===== config.mk =====
export PLATFORM = sky130hd
export DESIGN_NAME = div32_seq_flat
export DESIGN_NICKNAME = d
export VERILOG_FILES = /design/src/rtl/div32_seq_if.sv /design/src/rtl/div32_seq.sv /design/src/flat_wrapper.sv
export SDC_FILE = /design/constraint.sdc
export NUM_CORES = 1
export LEC_CHECK = 0
export CAP_MARGIN = 20
export CELL_PAD_IN_SITES_DETAIL_PLACEMENT = 0
export CELL_PAD_IN_SITES_GLOBAL_PLACEMENT = 1
export CORE_MARGIN = 1.5
export CORE_UTILIZATION = 40
export DETAILED_ROUTE_END_ITERATION = 8
export PLACE_DENSITY_LB_ADDON = 0.1
export SYNTH_ARGS = -nofsm -noshare
export SYNTH_HDL_FRONTEND = slang
export SYNTH_SLANG_ARGS = --single-unit

===== constraint.sdc =====
create_clock -name clk -period 30 [get_ports clk]
set_input_delay 4.5 -clock clk [delete_from_list [all_inputs] [get_ports clk]]
set_output_delay 4.5 -clock clk [all_outputs]
set_load 0.02 [all_outputs]

===== src/rtl/div32_seq_if.sv =====
// Operand-issue and writeback handshakes for the sequential divider.
// The master drives operands and accepts results; the slave is the divider.
interface div32_seq_if;
  logic        in_valid;
  logic        in_ready;
  logic [31:0] dividend;
  logic [31:0] divisor;
  logic        out_valid;
  logic        out_ready;
  logic [31:0] quotient;
  logic [31:0] remainder;
  logic        div_by_zero;

  modport master (
    output in_valid, dividend, divisor, out_ready,
    input  in_ready, out_valid, quotient, remainder, div_by_zero
  );

  modport slave (
    input  in_valid, dividend, divisor, out_ready,
    output in_ready, out_valid, quotient, remainder, div_by_zero
  );
endinterface


===== src/rtl/div32_seq.sv =====
// Sequential unsigned 32-bit restoring divider, one quotient bit per cycle.
// Trial subtraction runs through a 32-bit ripple-carry adder (t + ~d + 1).
module fa32 (
  input  logic [31:0] a,
  input  logic [31:0] b,
  input  logic        cin,
  output logic [31:0] sum,
  output logic        cout
);
  logic c;

  always_comb begin
    sum = '0;
    c   = cin;
    for (int i = 0; i < 32; i++) begin
      sum[i] = a[i] ^ b[i] ^ c;
      c      = (a[i] & b[i]) | (c & (a[i] ^ b[i]));
    end
    cout = c;
  end
endmodule

module div32_seq #(
  parameter int WIDTH = 32
) (
  input  logic        clk,
  input  logic        reset_n,
  div32_seq_if.slave  io
);
  typedef enum logic [1:0] {
    IDLE = 2'd0,
    BUSY = 2'd1,
    DONE = 2'd2
  } state_t;

  state_t           state, state_nx;
  logic [WIDTH-1:0] q, r, d;
  logic [4:0]       cnt;
  logic             dz;

  logic [WIDTH-1:0] t, sum;
  logic             cout;

  // r < 2^31 before every shift, so t never loses a bit
  assign t = {r[WIDTH-2:0], q[WIDTH-1]};

  fa32 u_add (
    .a    (t),
    .b    (~d),
    .cin  (1'b1),
    .sum  (sum),
    .cout (cout)
  );

  assign io.in_ready    = (state == IDLE);
  assign io.out_valid   = (state == DONE);
  assign io.quotient    = q;
  assign io.remainder   = r;
  assign io.div_by_zero = dz;

  always_comb begin
    state_nx = state;
    unique case (state)
      IDLE: if (io.in_valid)
              state_nx = (io.divisor == '0) ? DONE : BUSY;
      BUSY: if (cnt == 5'd0)
              state_nx = DONE;
      DONE: if (io.out_ready)
              state_nx = IDLE;
      default: state_nx = IDLE;
    endcase
  end

  always_ff @(posedge clk or negedge reset_n) begin
    if (!reset_n) begin
      state <= IDLE;
    end else begin
      state <= state_nx;
    end
  end

  always_ff @(posedge clk or negedge reset_n) begin
    if (!reset_n) begin
      q   <= '0;
      r   <= '0;
      d   <= '0;
      cnt <= '0;
      dz  <= 1'b0;
    end else begin
      unique case (state)
        IDLE: begin
          if (io.in_valid) begin
            if (io.divisor == '0) begin
              q  <= '1;
              r  <= io.dividend;
              dz <= 1'b1;
            end else begin
              q   <= io.dividend;
              r   <= '0;
              d   <= io.divisor;
              cnt <= 5'd31;
              dz  <= 1'b0;
            end
          end
        end
        BUSY: begin
          r   <= cout ? sum : t;
          q   <= {q[WIDTH-2:0], cout};
          cnt <= cnt - 5'd1;
        end
        default: ;
      endcase
    end
  end
endmodule

===== src/flat_wrapper.sv =====
// flat-port wrapper written by rule: the top's interface ports become plain ports
module div32_seq_flat 
#(
  parameter int WIDTH = 32
)
  (clk, reset_n, io_in_valid, io_dividend, io_divisor, io_out_ready, io_in_ready, io_out_valid, io_quotient, io_remainder, io_div_by_zero);
  div32_seq_if io_i ();
  input  logic clk;
  input  logic reset_n;
  input wire logic [$bits(io_i.in_valid)-1:0] io_in_valid;
  input wire logic [$bits(io_i.dividend)-1:0] io_dividend;
  input wire logic [$bits(io_i.divisor)-1:0] io_divisor;
  input wire logic [$bits(io_i.out_ready)-1:0] io_out_ready;
  output wire logic [$bits(io_i.in_ready)-1:0] io_in_ready;
  output wire logic [$bits(io_i.out_valid)-1:0] io_out_valid;
  output wire logic [$bits(io_i.quotient)-1:0] io_quotient;
  output wire logic [$bits(io_i.remainder)-1:0] io_remainder;
  output wire logic [$bits(io_i.div_by_zero)-1:0] io_div_by_zero;
  assign io_i.in_valid = io_in_valid;
  assign io_i.dividend = io_dividend;
  assign io_i.divisor = io_divisor;
  assign io_i.out_ready = io_out_ready;
  assign io_in_ready = io_i.in_ready;
  assign io_out_valid = io_i.out_valid;
  assign io_quotient = io_i.quotient;
  assign io_remainder = io_i.remainder;
  assign io_div_by_zero = io_i.div_by_zero;
  div32_seq #(.WIDTH(WIDTH)) u_core (.clk(clk), .reset_n(reset_n), .io(io_i));
endmodule

==> Yosys cells after proc, flatten, opt, wreduce, memory -nomap -nowiden <==
Index checks and enable logic that the tools add are counted.
{ "totals": {"ff_bits": 104, "inputBits": 68, "out_inout_bits": 67, "word_cells": 199} }
{ "classes": {"addsub": 1, "eq_ne": 6, "mux": 16, "n_bitwise": 161, "reduce_logical": 9} }
{ "op_table": {"columns": ["op", "n"], "rows": [
  ["32-bit 2-to-1 mux", 5],
  ["32-bit case mux with 2 select lines", 2],
  ["1-bit bitwise AND", 63],
  ["1-bit XOR", 63],
  ["32-bit logical NOT", 1],
  ["32-bit inverter", 1],
  ["1-bit bitwise OR", 32],
  ["5-bit 2-to-1 mux", 2],
  ["5-bit case mux with 2 select lines", 1],
  ["3-bit AND reduction", 3],
  ["2-bit 2-to-1 mux", 4],
  ["2-bit != test, second input constant", 3],
  ["2-bit case mux with 3 select lines", 1],
  ["5-bit logical NOT", 1],
  ["5-bit by 1-bit subtractor with 5-bit output, second input constant", 1],
  ["2-bit AND reduction", 2],
  ["2-bit by 1-bit == test with 1-bit output, second input constant", 1],
  ["2-bit == test, second input constant", 1],
  ["2-bit logical NOT", 1],
  ["2-bit by 1-bit != test with 1-bit output, second input constant", 1],
  ["1-bit inverter", 2],
  ["2-bit nonzero test", 1],
  ["1-bit 2-to-1 mux", 1]
]} }

==> Logic depth before layout (Yosys ltp) <==
{ "logic_depth": {"ltp_word": 67, "ltp_mapped": 41, "mapped_depth_nobuf": 39} }

==> Hierarchy <==
A second synthesis with hierarchy kept.
{ "hier_totals": {"hier_cells": 635, "area_unflattened_um2": 6162.2} }
{ "modules_own_cells": {"columns": ["mod", "instances", "cells_per_inst", "area_each_um2", "seq_area_each_um2"], "rows": [
  ["div32_seq", 1, 593, 5484.0, 2602.5],
  ["fa32", 1, 42, 678.2, 0.0]
]} }

==> Worst setup path before layout <==
Ideal clock, no wire load.
{ "synth_timing": {"path_kind": "register to register", "start": "register u_core.q[31], in the netlist u_core.io.quotient[31]", "end": "register u_core.r[10], in the netlist u_core.io.remainder[10]", "setup_time_ns": 0.079, "arrival_ns": 14.359, "t_required_ns": 29.921, "slack_ns": 15.562, "path_stages_with_launch": 42, "n_path_buf": 2, "period_less_slack_ns": 14.438, "cell_sequence": "dfrtp_1 inv_1 ha_1 fa_1 fa_1 fa_1 fa_1 fa_1 fa_1 fa_1 fa_1 fa_1 fa_1 fa_1 fa_1 fa_1 fa_1 fa_1 [6 not listed] fa_1 fa_1 fa_1 fa_1 fa_1 fa_1 fa_1 inv_1 fa_1 inv_1 fa_1 fa_1 clkbuf_1 buf_1 nor2_1 a21oi_1 o21ai_0 a2bb2oi_1"} }
{ "synth_between": {"elab_chain_cells": 66, "elab_cells_between_ends": 68, "cone_classes": "mux (2); bitwise (66)"} }
{ "synth_lines": {"columns": ["element", "line", "rtl"], "rows": [
  ["start: declaration", "div32_seq.sv:37", "logic [WIDTH-1:0] q, r, d;"],
  ["start signal: assignment", "div32_seq.sv:98", "q <= io.dividend;"],
  ["start signal: assignment", "div32_seq.sv:108", "q <= {q[WIDTH-2:0], cout};"],
  ["1-bit bitwise AND / 1-bit XOR (equally long branches)", "div32_seq.sv:17", "c = (a[i] & b[i]) | (c & (a[i] ^ b[i]));"],
  ["1-bit bitwise OR (*)", "div32_seq.sv:17", null],
  ["1-bit bitwise AND (*)", "div32_seq.sv:17", null],
  ["1-bit bitwise OR (*)", "div32_seq.sv:17", null],
  ["1-bit bitwise AND (*)", "div32_seq.sv:17", null],
  ["1-bit bitwise OR (*)", "div32_seq.sv:17", null],
  ["1-bit bitwise AND (*)", "div32_seq.sv:17", null],
  ["1-bit bitwise OR (*)", "div32_seq.sv:17", null],
  ["[50 not listed]", null, null],
  ["1-bit bitwise AND", "div32_seq.sv:17", null],
  ["1-bit bitwise OR", "div32_seq.sv:17", null],
  ["1-bit bitwise AND", "div32_seq.sv:17", null],
  ["1-bit bitwise OR", "div32_seq.sv:17", null],
  ["1-bit bitwise AND", "div32_seq.sv:17", null],
  ["1-bit bitwise OR", "div32_seq.sv:17", null],
  ["32-bit 2-to-1 mux (*)", "div32_seq.sv:107", "r <= cout ? sum : t;"],
  ["32-bit case mux with 2 select lines (*)", "div32_seq.sv:90", "unique case (state)"],
  ["end signal: assignment", "div32_seq.sv:95", "r <= io.dividend;"],
  ["end signal: assignment", "div32_seq.sv:107", null],
  ["end: declaration", "div32_seq.sv:37", null]
]} }
Mark *: on every way between the ends. The rest lies on a longest branch, timed or not.
A chain may end at the register's enable or synchronous reset.

==> Final worst setup path <==
{ "layout_timing": {"start": "register u_core.q[31], in the netlist u_core.io.quotient[31]", "end": "register u_core.r[19], in the netlist u_core.io.remainder[19]"} }
{ "layout_between": {"elab_chain_cells": 66, "elab_cells_between_ends": 68, "cone_classes": "mux (2); bitwise (66)"} }
{ "layout_lines": {"columns": ["element", "line"], "rows": [
  ["1-bit bitwise AND / 1-bit XOR (equally long branches)", "div32_seq.sv:17"],
  ["1-bit bitwise OR (*)", "div32_seq.sv:17"],
  ["1-bit bitwise AND (*)", "div32_seq.sv:17"],
  ["1-bit bitwise OR (*)", "div32_seq.sv:17"],
  ["1-bit bitwise AND (*)", "div32_seq.sv:17"],
  ["1-bit bitwise OR (*)", "div32_seq.sv:17"],
  ["1-bit bitwise AND (*)", "div32_seq.sv:17"],
  ["1-bit bitwise OR (*)", "div32_seq.sv:17"],
  ["[50 not listed]", null],
  ["1-bit bitwise AND", "div32_seq.sv:17"],
  ["1-bit bitwise OR", "div32_seq.sv:17"],
  ["1-bit bitwise AND", "div32_seq.sv:17"],
  ["1-bit bitwise OR", "div32_seq.sv:17"],
  ["1-bit bitwise AND", "div32_seq.sv:17"],
  ["1-bit bitwise OR", "div32_seq.sv:17"],
  ["32-bit 2-to-1 mux (*)", "div32_seq.sv:107"],
  ["32-bit case mux with 2 select lines (*)", "div32_seq.sv:90"]
]} }
Marks and branches as above.

==> impl_summary.log <==
[metrics] vias per cell: 5.46
[metrics] Routed WL per cell: roughly 19 µm
[metrics] Port Buf Inserts: 134
[metrics] Max FO, Critical Path: 33
[metrics] commonest cells in the netlist: sky130_fd_sc_hd__dfrtp_1 (104), sky130_fd_sc_hd__nor2_1 (72), sky130_fd_sc_hd__nand2_1 (65)
[metrics] cell area after technology mapping: 5780 µm²
[metrics] RSZ-0062 raised after global routing: false
[metrics] synthesized area divided by synthesized cell count: 9.79 µm²
[metrics] LEAKAGE: 3.09 nW
[metrics] final critical path time including I/O delays and setup: 14.95 ns
[metrics] chip height: 123 µm
[metrics] most frequently used cell type in the post-synthesis netlist: sky130_fd_sc_hd__dfrtp_1
[metrics] initial drt markers: 363
[metrics] Max Clock Skew: 0.0106 ns
[metrics] Syn. warnings: 0
[metrics] highest cell delay on the worst timing path: 0.63 ns
[metrics] number of global-route vias before repair: about 4.8k
[metrics] number of H-tree branching levels: 3
[metrics] GRT overflow: 0
[metrics] Final #Nets: about 800
[metrics] distinct cell type count after synthesis: 36
[metrics] power density over the cells: 130 nW/µm²
[metrics] aggregate negative setup slack: 0 ns
[metrics] core box area: roughly 14000 µm²
[metrics] I/O pin total: roughly 140
[metrics] Synth area leader: sky130_fd_sc_hd__dfrtp_1
[metrics] Pre-antenna DRT Iters: 5
[metrics] overall track demand over capacity in global routing: 22.8%
[metrics] cell types occupying the most area after synthesis: sky130_fd_sc_hd__dfrtp_1 (45%), sky130_fd_sc_hd__fa_1 (11%), sky130_fd_sc_hd__mux2_2 (5.6%), sky130_fd_sc_hd__a41oi_1 (4.7%), sky130_fd_sc_hd__nor2_1 (4.7%)
[metrics] total power consumption of the routed design: 0.000990 W
[metrics] GPL Wtd Cong: 0.851
[metrics] final cycle utilization of the critical path: 49.8%
[metrics] sequential fraction of the synthesis area: between 40 and 50%
[metrics] path category of the worst min-delay check: reg -> reg
[metrics] Final Util: 54.3%
[metrics] CP required: 30.27 ns
[metrics] clock-pin slew on the worst setup and hold paths: 0.07 ns
[metrics] worst slew margin relative to its limit: approximately two fifths
[metrics] Gates resized, CTS repair: 0
[metrics] outcome: finished, final reports clean
[metrics] area added between synthesis and finish: 31.3%
[metrics] post-detail-place hpwl: ~12 mm
[metrics] pin count of the biggest net entering global routing: 65
[metrics] Max Root-Sink Buffers: 2
[metrics] max-cap violations: 0
[metrics] fmax: 0.0669 GHz
[metrics] number of buffers added by the clock tree synthesis step: 9
[metrics] remaining antenna violation count: 0
[metrics] floorplan row count: 43
[metrics] total detailed-routing wirelength: 16.5 mm
[metrics] portion of synthesized cell area occupied by the leading cell type: 45.0%
[metrics] Worst Tran Pin Value: 0.884 ns
[metrics] TritonCTS clock tree: built
[metrics] hold slack final: about 0.52 ns
[metrics] final antenna diode count: 0
[metrics] Post-synth top flop: sky130_fd_sc_hd__dfrtp_1
[metrics] Critical Path Source Type: flip-flop
[metrics] Post-CTS Repair Setup Buffers: 0
[metrics] IR Drop Worst-Case VDD: 0.0570 mV
[metrics] cell repeated most along the worst path: sky130_fd_sc_hd__fa_1
[metrics] CP max stage cell: sky130_fd_sc_hd__fa_2
[metrics] Root Buffer: sky130_fd_sc_hd__clkbuf_16
[metrics] starting density of the core: 41.4%
[metrics] TritonCTS sink count: 104
[metrics] gate count after technology mapping: 591
[metrics] global-route wire length before repair: 26.0 mm
[metrics] number of enable-type register cells in the synthesized netlist: 0
[metrics] critical path arrival: 15.22 ns
[metrics] kind of capture point of the worst setup path: flip-flop
[metrics] total DRC errors in the routed layout: 0
[metrics] die boundary width: between 100 and 150 µm
[metrics] final hold violation count: 0
[metrics] fraction of registers with async set or reset after synthesis: 100%
[metrics] Seq cells post-synth: 104
[metrics] layout cell share with drive strength beyond 1: 8.64%
[metrics] Hold Buf Count CTS: 0
[metrics] post-synth net total: 693
[metrics] Clock Latency Late Sink: 0.35 ns
[metrics] area enclosed by the die boundary: roughly 15000 µm²
[metrics] initial antenna violation count: 0
[metrics] number of vias after detailed routing: slightly below 5k
[metrics] type of the worst setup path: reg -> reg
[metrics] Final Slew Violations: 0
[metrics] final number of setup-violating endpoints: 0
[metrics] filler cell count: roughly 1.3k
==> worst paths after layout <==
| kind | cells after the start | slack, ns | end | startpoint |
|---|---|---|---|---|
| setup reg to reg | 40 | 15.05 | u_core.io.remainder[19] | u_core.io.quotient[31] |
| setup / recovery | 40 | 15.05 | u_core.io.remainder[19] | u_core.io.quotient[31] |
| min in group asynchronous | 1 | 4.14 | u_core.io.quotient[23] | reset_n |
| hold reg to reg | 1 | 0.52 | u_core.d[22] | u_core.d[22] |
| hold / removal | 1 | 0.52 | u_core.d[22] | u_core.d[22] |
| max in group asynchronous | 2 | 24.65 | u_core.d[26] | reset_n |
==> registers in the layout, indices dropped and copies added, names as in the netlist <==
register and cells:
u_core.cnt 5, u_core.d 32, u_core.state 2, u_core.io.quotient 32
u_core.io.div_by_zero 1, u_core.io.remainder 32
==> through the flow <==
stage | cell area, µm² | cells | setup slack [ns]
finish | 7600 | 886 | 15.05
global route | 7600 | 886 | 14.33
CTS | 7520 | 883 | 14.83
detailed placement | 7220 | 867 | 14.96
global placement | 7220 | 867 | 15.08
floorplan | 5780 | 591 | 15.56
==> logic make-up after synthesis <==
logic type | Yosys count | synth area share [%]
AO/OA/AOI/OAI | 140 | 16.7
adder cells (fa/ha/maj) | 34 | 11.4
buffers and inverters | 83 | 5.80
flip-flops | 104 | 45.0
multiplexers | 33 | 6.40
AND/OR/NAND/NOR | 197 | 14.7
==> where the power goes <==
group	internal, W	total, W	switching [W]
Combinational	0.000276	0.000594	0.000318
Clock	0.0000675	0.000120	0.0000530
Sequential	0.000213	0.000276	0.0000630
Total	0.000556	0.000990	0.000434
==> cell type report <==
class / instances / area, µm² / area share [%]
Clock buffer: 12 / 246 / 3.24
Clock inverter: 4 / 52.6 / 0.692
Inverter: 38 / 143 / 1.88
Multi-Input combinational cell: 404 / 2860 / 37.7
Sequential cell: 104 / 2600 / 34.3
Tap cell: 180 / 225 / 2.96
Timing Repair Buffer: 144 / 1470 / 19.3
==> layer usage <==
layer	vias to the layer above	wire (µm)	track usage (%)
li1	2275	-	-
met1	2387	7170	30.1
met2	154	8200	38.4
met3	22	741	3.14
met4	0	378	8.55
met5	-	0	0
==> cells in the final DEF, fill, tap and decap left out, types with 2 or more instances in the layout <==
cell	netlist	routed
sky130_fd_sc_hd__dfrtp_1	104	104
sky130_fd_sc_hd__o22a_1	8	8
sky130_fd_sc_hd__a2bb2oi_1	24	24
sky130_fd_sc_hd__nor3_1	35	35
sky130_fd_sc_hd__nor2b_1	4	3
sky130_fd_sc_hd__clkbuf_16	0	9
sky130_fd_sc_hd__o21ai_0	29	29
sky130_fd_sc_hd__fa_1	31	30
sky130_fd_sc_hd__and4_1	2	2
sky130_fd_sc_hd__or2_2	2	2
sky130_fd_sc_hd__mux2_2	29	29
sky130_fd_sc_hd__nor2_1	72	71
sky130_fd_sc_hd__a211oi_1	2	2
sky130_fd_sc_hd__a41oi_1	31	31
sky130_fd_sc_hd__buf_16	0	2
sky130_fd_sc_hd__buf_4	0	8
sky130_fd_sc_hd__clkbuf_1	36	2
sky130_fd_sc_hd__nor4_1	8	8
sky130_fd_sc_hd__and3_1	2	2
sky130_fd_sc_hd__nand3_1	2	2
sky130_fd_sc_hd__ha_1	3	3
sky130_fd_sc_hd__mux2_1	3	3
sky130_fd_sc_hd__nand4_1	2	2
sky130_fd_sc_hd__clkdlybuf4s50_1	0	133
sky130_fd_sc_hd__inv_1	38	38
sky130_fd_sc_hd__a21oi_1	40	40
sky130_fd_sc_hd__nand2_1	65	65
==> worst max-delay path: cells and delay by family, from the launching register on <==
family | cells | cell delay [ns]
AO/OA/AOI/OAI | 3 | 0.42
adder cells (fa/ha/maj) | 32 | 13.46
buffers and inverters | 4 | 0.47
flip-flops | 1 | 0.39
AND/OR/NAND/NOR | 1 | 0.10
Power figures use the tool's default switching activity.
==> edit: new RTL, same settings <==
Re-encode `state_t` (3 states) as one-hot, 3 bits wide.
--- a/src/rtl/div32_seq.sv
+++ b/src/rtl/div32_seq.sv
@@ -28,8 +28,8 @@
   div32_seq_if.slave  io
 );
-  typedef enum logic [1:0] {
-    IDLE = 2'd0,
-    BUSY = 2'd1,
-    DONE = 2'd2
+  typedef enum logic [2:0] {
+    IDLE = 3'b001,
+    BUSY = 3'b010,
+    DONE = 3'b100
   } state_t;
 
Check against the original RTL: no difference found for any inputs over 4 cycles, from zero or initial values and one cycle with reset_n low; so few cycles prove little.
==> edit against the unedited design <==
- setup slack improved by 97 ps
- highest routed layer unchanged
- synthesized area is 5.1% lower
- cell area shrank 3.7%
- largest cell class is now flip-flops and latches
- sequential cell count is 1 higher
- routed wire length shrank 13%
Power is not compared: it rests on default switching activity, and its combinational part moved more than twofold at a synthesized area within 25%.
==> edit: results (changes against the unedited design) <==
max_stage_delay_ps: 590  # -40 ps
fin_nets: 736  # -8.3%
whs_ps: 485  # -35.7 ps
cts.sinks: 105  # +0.96%
critPathCapture: "u_core.io.remainder[17]"
synth_common_cells: "104 x dfrtp_1, 72 x nor2_1, 67 x inv_1"
area_delta_synth_final_pct: 33.2
drive_above_1_share: 0.0986  # +0.0122
synthDistinctLibCells: 41  # +14%
gp_congestion: 0.769  # -9.7%
final_area_um2: 7310  # -3.7%
arrival_ps: 15080  # -140 ps
syn_nets: 617  # -11%
grt_max_degree: 77  # +18%
instances_no_fill: 815  # -8.0%
worstMarginPinSlew_ps: 1050  # +168 ps
grt_pass1_vias: 4518  # -6.6%
avgViaCountPerCell: 5.39  # -1.3%
post-place-ws_ps: 14970  # +7.70 ps
fillCellCount: 1235  # -5.8%
grt_util_all_layers: 0.210  # -0.0177
place_inst: 797  # -8.1%
grt_first_pass_wirelength_mm: 23.5  # -9.5%
fin_crit_sh: 0.495  # -0.00323
synth_area_leaders: "dfrtp_1 47%, fa_1 11%, mux2_2 6.6%, a21oi_1 5.9%, a221o_1 5.8%"
yosysSeqAreaShare: 0.479  # +0.0290
post_drt_wl_per_cell_um: 17.7  # -5.0%
clockBufferCount: 14  # +2
multi_input_cells: 310  # -23%
post-dp-hpwl_mm: 10.2  # -14%
synth_flop_cell: "dfrtp_1"
skew_ps: 6.72  # -3.92 ps
dr.pass1.iters: 4  # -1
power.leakage_uw: 0.00292
yosys.area_share.xor_xnor: 0.00160  # +0.00160
multi_input_area_share: 0.339  # -0.0376
muxShareOfSynthArea: 0.0675  # +0.00344
postPlaceCellArea_um2: 6960  # -3.7%
drtIter0Drc: 210  # -42%
final-clk-cell-share: 0.0423  # +0.00290
critical_path_peak_fanout: 40  # +21%
n_all_buffers: 141  # -2.1%
buf_share: 0.195  # +0.00168
ff2ff_path_depth: 39  # -2.5%
seq_area_frac: 0.359  # +0.0169
synth_area_per_cell_um2: 10.7  # +8.9%
outcome: "finished, final reports clean"
synth-compound-area-share: 0.173  # +0.00513
min_to: "u_core.io.div_by_zero"
-- edit: cell count changes after synthesis, sizes merged, moves of 4 or more --
cell,delta
a21oi,+25
a221o,+32
a2bb2oi,-24
a41oi,-31
buf,+5
clkbuf,-17
inv,+29
nand2,-63
nor2b,-4
nor3,-31
o21ai,-28
o22a,-7
o22ai,+31
-- edit: critical path, delay by kind of cell (launching register included) --
kind / cells / cell delay, ps
buffers and inverters: 4 / 470
AO/OA/AOI/OAI: 2 / 460
adder cells (fa/ha/maj): 32 / 13360
AND/OR/NAND/NOR: 1 / 60
flip-flops: 1 / 360
-- edit: per-layer routing --
layer,vias to the layer above,share of wire,GRT usage
met2,109,0.48,0.340
met1,2225,0.46,0.291
met5,-,0,0
met3,17,0.041,0.0299
li1,2040,-,-
met4,0,0.019,0.0729
-- edit: power by group through the flow --
stage          sequential [uW]  clock, uW  combinational, uW
2_1_floorplan              247          0                124
3_3_place_gp               231          0                233
3_5_place_dp               233          0                239
4_1_cts                    231        125                239
5_1_grt                    237        131                262
6_report                   231        122                239
